$ cat config.mk
export PLATFORM = sky130hd
export DESIGN_NAME = midi_msg_parser
export DESIGN_NICKNAME = d
export VERILOG_FILES = /design/src/rtl/midi_pkg.sv /design/src/rtl/midi_byte_sync.sv /design/src/rtl/midi_msg_parser.sv
export SDC_FILE = /design/constraint.sdc
export NUM_CORES = 1
export LEC_CHECK = 0
export ABC_CLOCK_PERIOD_IN_PS = 1870
export CORE_MARGIN = 2
export CORE_UTILIZATION = 40
export CTS_CLUSTER_SIZE = 24
export DETAILED_ROUTE_END_ITERATION = 7
export DONT_BUFFER_PORTS = 1
export PLACE_DENSITY = 0.57
export SETUP_SLACK_MARGIN = 0.1
export SKIP_CTS_REPAIR_TIMING = 1
export SLEW_MARGIN = 20
export SYNTH_ARGS = -nofsm -noshare
export SYNTH_HDL_FRONTEND = slang
export SYNTH_SLANG_ARGS = --single-unit
$ cat constraint.sdc
create_clock -name CLOCK_25 -period 1.87 [get_ports CLOCK_25]
set_input_delay 0.374 -clock CLOCK_25 [delete_from_list [all_inputs] [get_ports CLOCK_25]]
set_output_delay 0.374 -clock CLOCK_25 [all_outputs]
set_load 0.01 [all_outputs]
$ cat src/rtl/midi_pkg.sv
// Shared constants, state encoding and byte-class helpers for the MIDI message parser.
package midi_pkg;

  localparam logic [2:0] MSG_NOTE_OFF = 3'd0;
  localparam logic [2:0] MSG_NOTE_ON  = 3'd1;
  localparam logic [2:0] MSG_POLY_AT  = 3'd2;
  localparam logic [2:0] MSG_CC       = 3'd3;
  localparam logic [2:0] MSG_PROG     = 3'd4;
  localparam logic [2:0] MSG_CHAN_AT  = 3'd5;
  localparam logic [2:0] MSG_PBEND    = 3'd6;

  localparam logic [7:0] RT_CLOCK    = 8'hF8;
  localparam logic [7:0] RT_START    = 8'hFA;
  localparam logic [7:0] RT_CONTINUE = 8'hFB;
  localparam logic [7:0] RT_STOP     = 8'hFC;
  localparam logic [7:0] SYS_SYSEX   = 8'hF0;

  typedef enum logic [2:0] {
    ST_IDLE,
    ST_WAIT_D1,
    ST_WAIT_D2,
    ST_SYSEX,
    ST_SKIP1,
    ST_SKIP2
  } state_e;

  typedef struct packed {
    logic [2:0] typ;
    logic [3:0] chan;
    logic [6:0] d1;
    logic [6:0] d2;
  } msg_t;

  // Program change and channel aftertouch carry one data byte; every other channel message two.
  function automatic logic [1:0] data_len(input logic [3:0] hi);
    return (hi == 4'hC || hi == 4'hD) ? 2'd1 : 2'd2;
  endfunction

  function automatic logic [2:0] msg_class(input logic [3:0] hi);
    logic [2:0] c;
    case (hi)
      4'h8:    c = MSG_NOTE_OFF;
      4'h9:    c = MSG_NOTE_ON;
      4'hA:    c = MSG_POLY_AT;
      4'hB:    c = MSG_CC;
      4'hC:    c = MSG_PROG;
      4'hD:    c = MSG_CHAN_AT;
      default: c = MSG_PBEND;
    endcase
    return c;
  endfunction

endpackage

$ cat src/rtl/midi_byte_sync.sv
// Brings the receiver's byte_valid level into CLOCK_25 and turns each rising edge into one strobe
// with the byte captured alongside it.
module midi_byte_sync #(
  parameter int SYNC_STAGES = 2
) (
  input  logic       CLOCK_25,
  input  logic       iRST_N,
  input  logic       byte_valid,
  input  logic [7:0] byte_in,
  output logic       byte_stb,
  output logic [7:0] byte_q
);

  logic [SYNC_STAGES-1:0] sync_q;
  logic                   last_q;
  logic                   stb_q;
  logic [7:0]             data_q;
  logic                   rise;

  assign rise = sync_q[SYNC_STAGES-1] & ~last_q;

  // byte_in is already stable while byte_valid is high, so it is sampled directly on the edge.
  always_ff @(posedge CLOCK_25 or negedge iRST_N) begin
    if (!iRST_N) begin
      sync_q <= '0;
      last_q <= 1'b0;
      stb_q  <= 1'b0;
      data_q <= 8'h00;
    end else begin
      sync_q <= {sync_q[SYNC_STAGES-2:0], byte_valid};
      last_q <= sync_q[SYNC_STAGES-1];
      stb_q  <= rise;
      if (rise) data_q <= byte_in;
    end
  end

  assign byte_stb = stb_q;
  assign byte_q   = data_q;

endmodule

$ cat src/rtl/midi_msg_parser.sv
// Tracks MIDI status/running status, assembles channel-voice messages into a one-entry output slot
// and decodes system real-time bytes into single-cycle pulses.
module midi_msg_parser
  import midi_pkg::*;
#(
  parameter int MIDI_CH     = 0,
  parameter int SYNC_STAGES = 2
) (
  input  logic       CLOCK_25,
  input  logic       iRST_N,
  input  logic       byte_valid,
  input  logic [7:0] byte_in,
  input  logic       omni_en,
  input  logic       msg_ready,
  output logic       msg_valid,
  output logic [2:0] msg_type,
  output logic [3:0] msg_chan,
  output logic [6:0] msg_d1,
  output logic [6:0] msg_d2,
  output logic       rt_clock,
  output logic       rt_start,
  output logic       rt_continue,
  output logic       rt_stop,
  output logic       ovf
);

  localparam logic [3:0] CH = 4'(MIDI_CH);

  logic       byte_stb;
  logic [7:0] byte_q;

  midi_byte_sync #(.SYNC_STAGES(SYNC_STAGES)) u_sync (
    .CLOCK_25  (CLOCK_25),
    .iRST_N    (iRST_N),
    .byte_valid(byte_valid),
    .byte_in   (byte_in),
    .byte_stb  (byte_stb),
    .byte_q    (byte_q)
  );

  state_e     state_q, state_d;
  logic [7:0] status_q, status_d;
  logic       run_q, run_d;
  logic [6:0] d1_q, d1_d;
  msg_t       msg_q, msg_d;
  logic       msg_valid_q, msg_valid_d;
  logic       ovf_q, ovf_d;
  logic [3:0] rt_q, rt_d;

  logic       take_d1;
  logic       done;
  msg_t       new_msg;

  always_ff @(posedge CLOCK_25 or negedge iRST_N) begin
    if (!iRST_N) begin
      state_q     <= ST_IDLE;
      status_q    <= 8'h00;
      run_q       <= 1'b0;
      d1_q        <= 7'h00;
      msg_q       <= '0;
      msg_valid_q <= 1'b0;
      ovf_q       <= 1'b0;
      rt_q        <= 4'h0;
    end else begin
      state_q     <= state_d;
      status_q    <= status_d;
      run_q       <= run_d;
      d1_q        <= d1_d;
      msg_q       <= msg_d;
      msg_valid_q <= msg_valid_d;
      ovf_q       <= ovf_d;
      rt_q        <= rt_d;
    end
  end

  always_comb begin
    state_d     = state_q;
    status_d    = status_q;
    run_d       = run_q;
    d1_d        = d1_q;
    msg_d       = msg_q;
    msg_valid_d = msg_valid_q;
    ovf_d       = ovf_q;
    rt_d        = 4'h0;
    take_d1     = 1'b0;
    done        = 1'b0;
    new_msg     = '0;
    new_msg.chan = status_q[3:0];

    if (byte_stb) begin
      if (byte_q >= 8'hF8) begin
        // Real-time bytes interleave anywhere without disturbing message assembly.
        rt_d[0] = (byte_q == RT_CLOCK);
        rt_d[1] = (byte_q == RT_START);
        rt_d[2] = (byte_q == RT_CONTINUE);
        rt_d[3] = (byte_q == RT_STOP);
      end else if (byte_q[7] && byte_q[6:4] != 3'b111) begin
        status_d = byte_q;
        run_d    = 1'b1;
        state_d  = ST_WAIT_D1;
      end else if (byte_q == SYS_SYSEX) begin
        run_d   = 1'b0;
        state_d = ST_SYSEX;
      end else if (byte_q[7]) begin
        run_d = 1'b0;
        case (byte_q)
          8'hF1, 8'hF3: state_d = ST_SKIP1;
          8'hF2:        state_d = ST_SKIP2;
          default:      state_d = ST_IDLE;
        endcase
      end else begin
        case (state_q)
          ST_IDLE:    take_d1 = run_q;
          ST_WAIT_D1: take_d1 = 1'b1;
          ST_WAIT_D2: begin
            done       = 1'b1;
            new_msg.d1 = d1_q;
            new_msg.d2 = byte_q[6:0];
            state_d    = ST_IDLE;
          end
          ST_SKIP2:   state_d = ST_SKIP1;
          ST_SKIP1:   state_d = ST_IDLE;
          default:    state_d = state_q;
        endcase
        if (take_d1) begin
          if (data_len(status_q[7:4]) == 2'd1) begin
            done       = 1'b1;
            new_msg.d1 = byte_q[6:0];
            state_d    = ST_IDLE;
          end else begin
            d1_d    = byte_q[6:0];
            state_d = ST_WAIT_D2;
          end
        end
      end
    end

    new_msg.typ = msg_class(status_q[7:4]);
    if (new_msg.typ == MSG_NOTE_ON && new_msg.d2 == 7'h00) new_msg.typ = MSG_NOTE_OFF;

    // Valid/ready: msg_* hold while msg_valid is high; the slot empties on the edge where
    // msg_valid & msg_ready, and a message completing on that same edge takes its place.
    if (msg_valid_q && msg_ready) msg_valid_d = 1'b0;
    if (done && (omni_en || status_q[3:0] == CH)) begin
      if (!msg_valid_q || msg_ready) begin
        msg_d       = new_msg;
        msg_valid_d = 1'b1;
      end else begin
        ovf_d = 1'b1;
      end
    end
  end

  assign msg_valid   = msg_valid_q;
  assign msg_type    = msg_q.typ;
  assign msg_chan    = msg_q.chan;
  assign msg_d1      = msg_q.d1;
  assign msg_d2      = msg_q.d2;
  assign rt_clock    = rt_q[0];
  assign rt_start    = rt_q[1];
  assign rt_continue = rt_q[2];
  assign rt_stop     = rt_q[3];
  assign ovf         = ovf_q;

endmodule

==> results.sh <==
export IMPL_first_global_vias=1665
export IMPL_arrival_ps=1990
export IMPL_synthTopCellsByArea="dfrtp_1 56%, mux2_2 14%, mux2i_1 3.5%"
export IMPL_status="complete, no violations"
export IMPL_io_buffers=0
export IMPL_dp_hpwl_microns=3580
export IMPL_die_x_microns=84.5
export IMPL_worst_pin_slew_ps=493
export IMPL_fill_cells=572
export IMPL_hold_path_class="primary input to flip-flop"
export IMPL_io_pin_count=40
export IMPL_diodes=0
export IMPL_yosys_area_top_type="dfrtp_1"
export IMPL_wirelength_microns=5480
export IMPL_cp_data_required_time_ps=2080
export IMPL_ys_seq_area_share_pct=55.9
export IMPL_drv_slew=0
export IMPL_criticalPathCategory="flip-flop to flip-flop"
export IMPL_worstSetupStartpointType="flip-flop"
export IMPL_area_growth_pct=23.3
export IMPL_synthFlopType="dfrtp_1"
export IMPL_grt_ovfl_total=0
export IMPL_die_h_microns=84.5
export IMPL_rsz0062_at_grt="true"
export IMPL_final_antenna_net_count=0
export IMPL_grt_pass1_wl_microns=8740
export IMPL_drcViolationCount=0
export IMPL_cts_buffer_depth=2
export IMPL_wl_met3_microns=273
export IMPL_clk_latency_ps=330
export IMPL_hold_violations=0
export IMPL_wl_per_cell_microns=16.9
export IMPL_finalSetupTns_ps=0
export IMPL_dieArea_sq_um=7150
export IMPL_start_util_pct=41.1
export IMPL_irDropWorstVdd_mv=0.722
export IMPL_pwr_share_comb_pct=25.0
export IMPL_layout_nets=255
export IMPL_setup_ws_ps=94.0
export IMPL_static_leakage_power_uw=0.00139
export IMPL_clkPwrFrac_pct=30.5
export IMPL_avgSynthCellArea_sq_um=12.2
export IMPL_drt_iter0_drc=59
export IMPL_setup_viol=0
export IMPL_antenna_found_initial=0
export IMPL_met2_length_microns=2490
export IMPL_drive_gt1_share_pct=39.3
export IMPL_seq_power_share_pct=44.5
export IMPL_worstSetupEndpointType="flip-flop"
export IMPL_period_share_pct=95.0
export IMPL_maxUsedRoutingLayer="met4"
export IMPL_yosysUniqueCellTypes=41
export IMPL_cts_root_buf="clkbuf_8"
export IMPL_maxCapViolCount=0
export IMPL_clkSinkCount=58
export IMPL_maxSlewHeadroom_pct=66.8
export IMPL_gp_congestion=0.756
export IMPL_syn_nets=226
export IMPL_vias=1693
export IMPL_switchingPower_uw=1320
export IMPL_syn_inst=213
export IMPL_syn_area_sq_um=2590
export IMPL_power_density_nw_per_um2=1360
export IMPL_fmax_ghz=0.563
export IMPL_grt_max_degree=59
export IMPL_synth_warning_count=0
export IMPL_cts_tree="built"
export IMPL_coreArea_sq_um=6310
export IMPL_place_ws_ps=129
export IMPL_crit_path_max_fanout=6
export IMPL_grt_util_all_layers_pct=16.1
export IMPL_std_cell_rows=29
export IMPL_period_minus_slack_ps=1780
export IMPL_clkTransAtPathRegs_ps=60
export IMPL_switching_share_pct=30.3
export IMPL_fin_skew_ps=5.10
export IMPL_cts_max_level=3
export IMPL_synth_edf_count=0
export IMPL_ys_ff_latch=58
export IMPL_wl_met1_microns=2640
export IMPL_async_flop_share_pct=100
export IMPL_routed_via_density=5.23
export IMPL_dr_pass1_iters=4
export IMPL_p_int_uw=3040
export IMPL_synth_top_area_share_pct=55.9
export IMPL_cts_buffers=9
## cells in the mapped netlist (all sizes together) (2+ instances only)
cell	instances
clkbuf	8
nor4	4
or2	3
nor2	7
nand3	4
nand4	7
a21oi	8
and3	2
o21a	2
nand2b	3
nor3	7
dfrtp	58
nand2	19
o21ai	4
a211oi	2
nor2b	2
nor3b	2
mux2	35
mux2i	9
buf	6
inv	10
## layout make-up
class	instances	area, sq um	area share, %
clock buffer	12	165	5.16
clock inverter	4	72.6	2.27
inverter	10	37.5	1.17
multi-input combinational	131	1070	33.6
sequential	58	1450	45.4
tap	77	96.3	3.01
timing repair buffer	32	300	9.39
## stage by stage
stage                     total power (uW)  std cells  utilization, %  cell area (sq um)  hold WS (ps)
after floorplan                       2630        213               -               2590          78.4
after global placement                2910        299            44.3               2800          80.4
after detailed placement              2930        299            44.3               2800          80.6
after CTS                             4290        315            48.1               3040          -288
after global routing                  4630        324            50.7               3200          37.5
final                                 4360        324            50.7               3200          67.5
## registers in the layout, summed over array words and instances, names as in the netlist, 2 cells and up
name / count
d1_q: 7
msg_chan: 4
msg_d1: 7
state_q: 3
msg_type: 3
msg_d2: 7
u_sync.byte_q: 8
rt_q: 4
status_q: 8
u_sync.sync_q: 2
## cells in the final DEF (no fill, tap or decap), drive strengths merged, types with 2 or more instances in the layout
| master | count |
|---|---|
| nand4 | 7 |
| or2 | 3 |
| nor3 | 7 |
| and3 | 2 |
| nor2b | 2 |
| mux2 | 35 |
| o21ai | 4 |
| a211oi | 2 |
| o21a | 2 |
| nand2 | 19 |
| nand3 | 4 |
| inv | 10 |
| nand2b | 3 |
| mux2i | 9 |
| nor4 | 4 |
| a21oi | 8 |
| buf | 30 |
| bufinv | 2 |
| clkbuf | 13 |
| dfrtp | 58 |
| nor2 | 7 |
| nor3b | 2 |
## cells by family (layout without fill, tap and decap cells)
family,count (synthesis),after routing,share of synthesized area [%]
AOI/OAI and AO/OA,24,24,6.61
muxes,44,44,18.7
buffers and inverters,24,58,4.44
and+or+nand+nor,63,63,14.4
DFF,58,58,55.9
## final timing paths
path,cells after the start,from,slack (ps),to
setup / recovery,6,status_q[5]$_DFFE_PN0P_,90,msg_chan[2]$_DFFE_PN0P_
hold / removal,0,byte_valid,70,u_sync.sync_q[0]$_DFF_PN0_
setup reg to reg,6,status_q[5]$_DFFE_PN0P_,90,msg_chan[2]$_DFFE_PN0P_
hold reg to reg,0,u_sync.sync_q[0]$_DFF_PN0_,350,u_sync.sync_q[1]$_DFF_PN0_
max in group asynchronous,2,iRST_N,1020,state_q[2]$_DFFE_PN0P_
min in group asynchronous,2,iRST_N,550,msg_d2[5]$_DFFE_PN0P_
## worst max-delay path, stage by stage, from the launching register on
cell	delay, ps
dfrtp_1	390
and3b_2	280
a31oi_4	120
nor4_4	240
buf_4	160
clkbuf_16	150
mux2_1	320
## per-layer routing
metal	global-route usage [%]	vias up
met2	24.1	31
li1	-	805
met5	0	-
met4	6.49	0
met1	20.9	850
met3	6.78	7
## power by group through the flow
| stage | clock network, uW | logic, uW | registers, uW |
|---|---|---|---|
| 2_1_floorplan | 0 | 753 | 1870 |
| 3_3_place_gp | 0 | 953 | 1960 |
| 3_5_place_dp | 0 | 966 | 1970 |
| 4_1_cts | 1370 | 972 | 1940 |
| 5_1_grt | 1430 | 1210 | 1990 |
| 6_report | 1330 | 1090 | 1940 |
(Power assumes the default switching activity.)
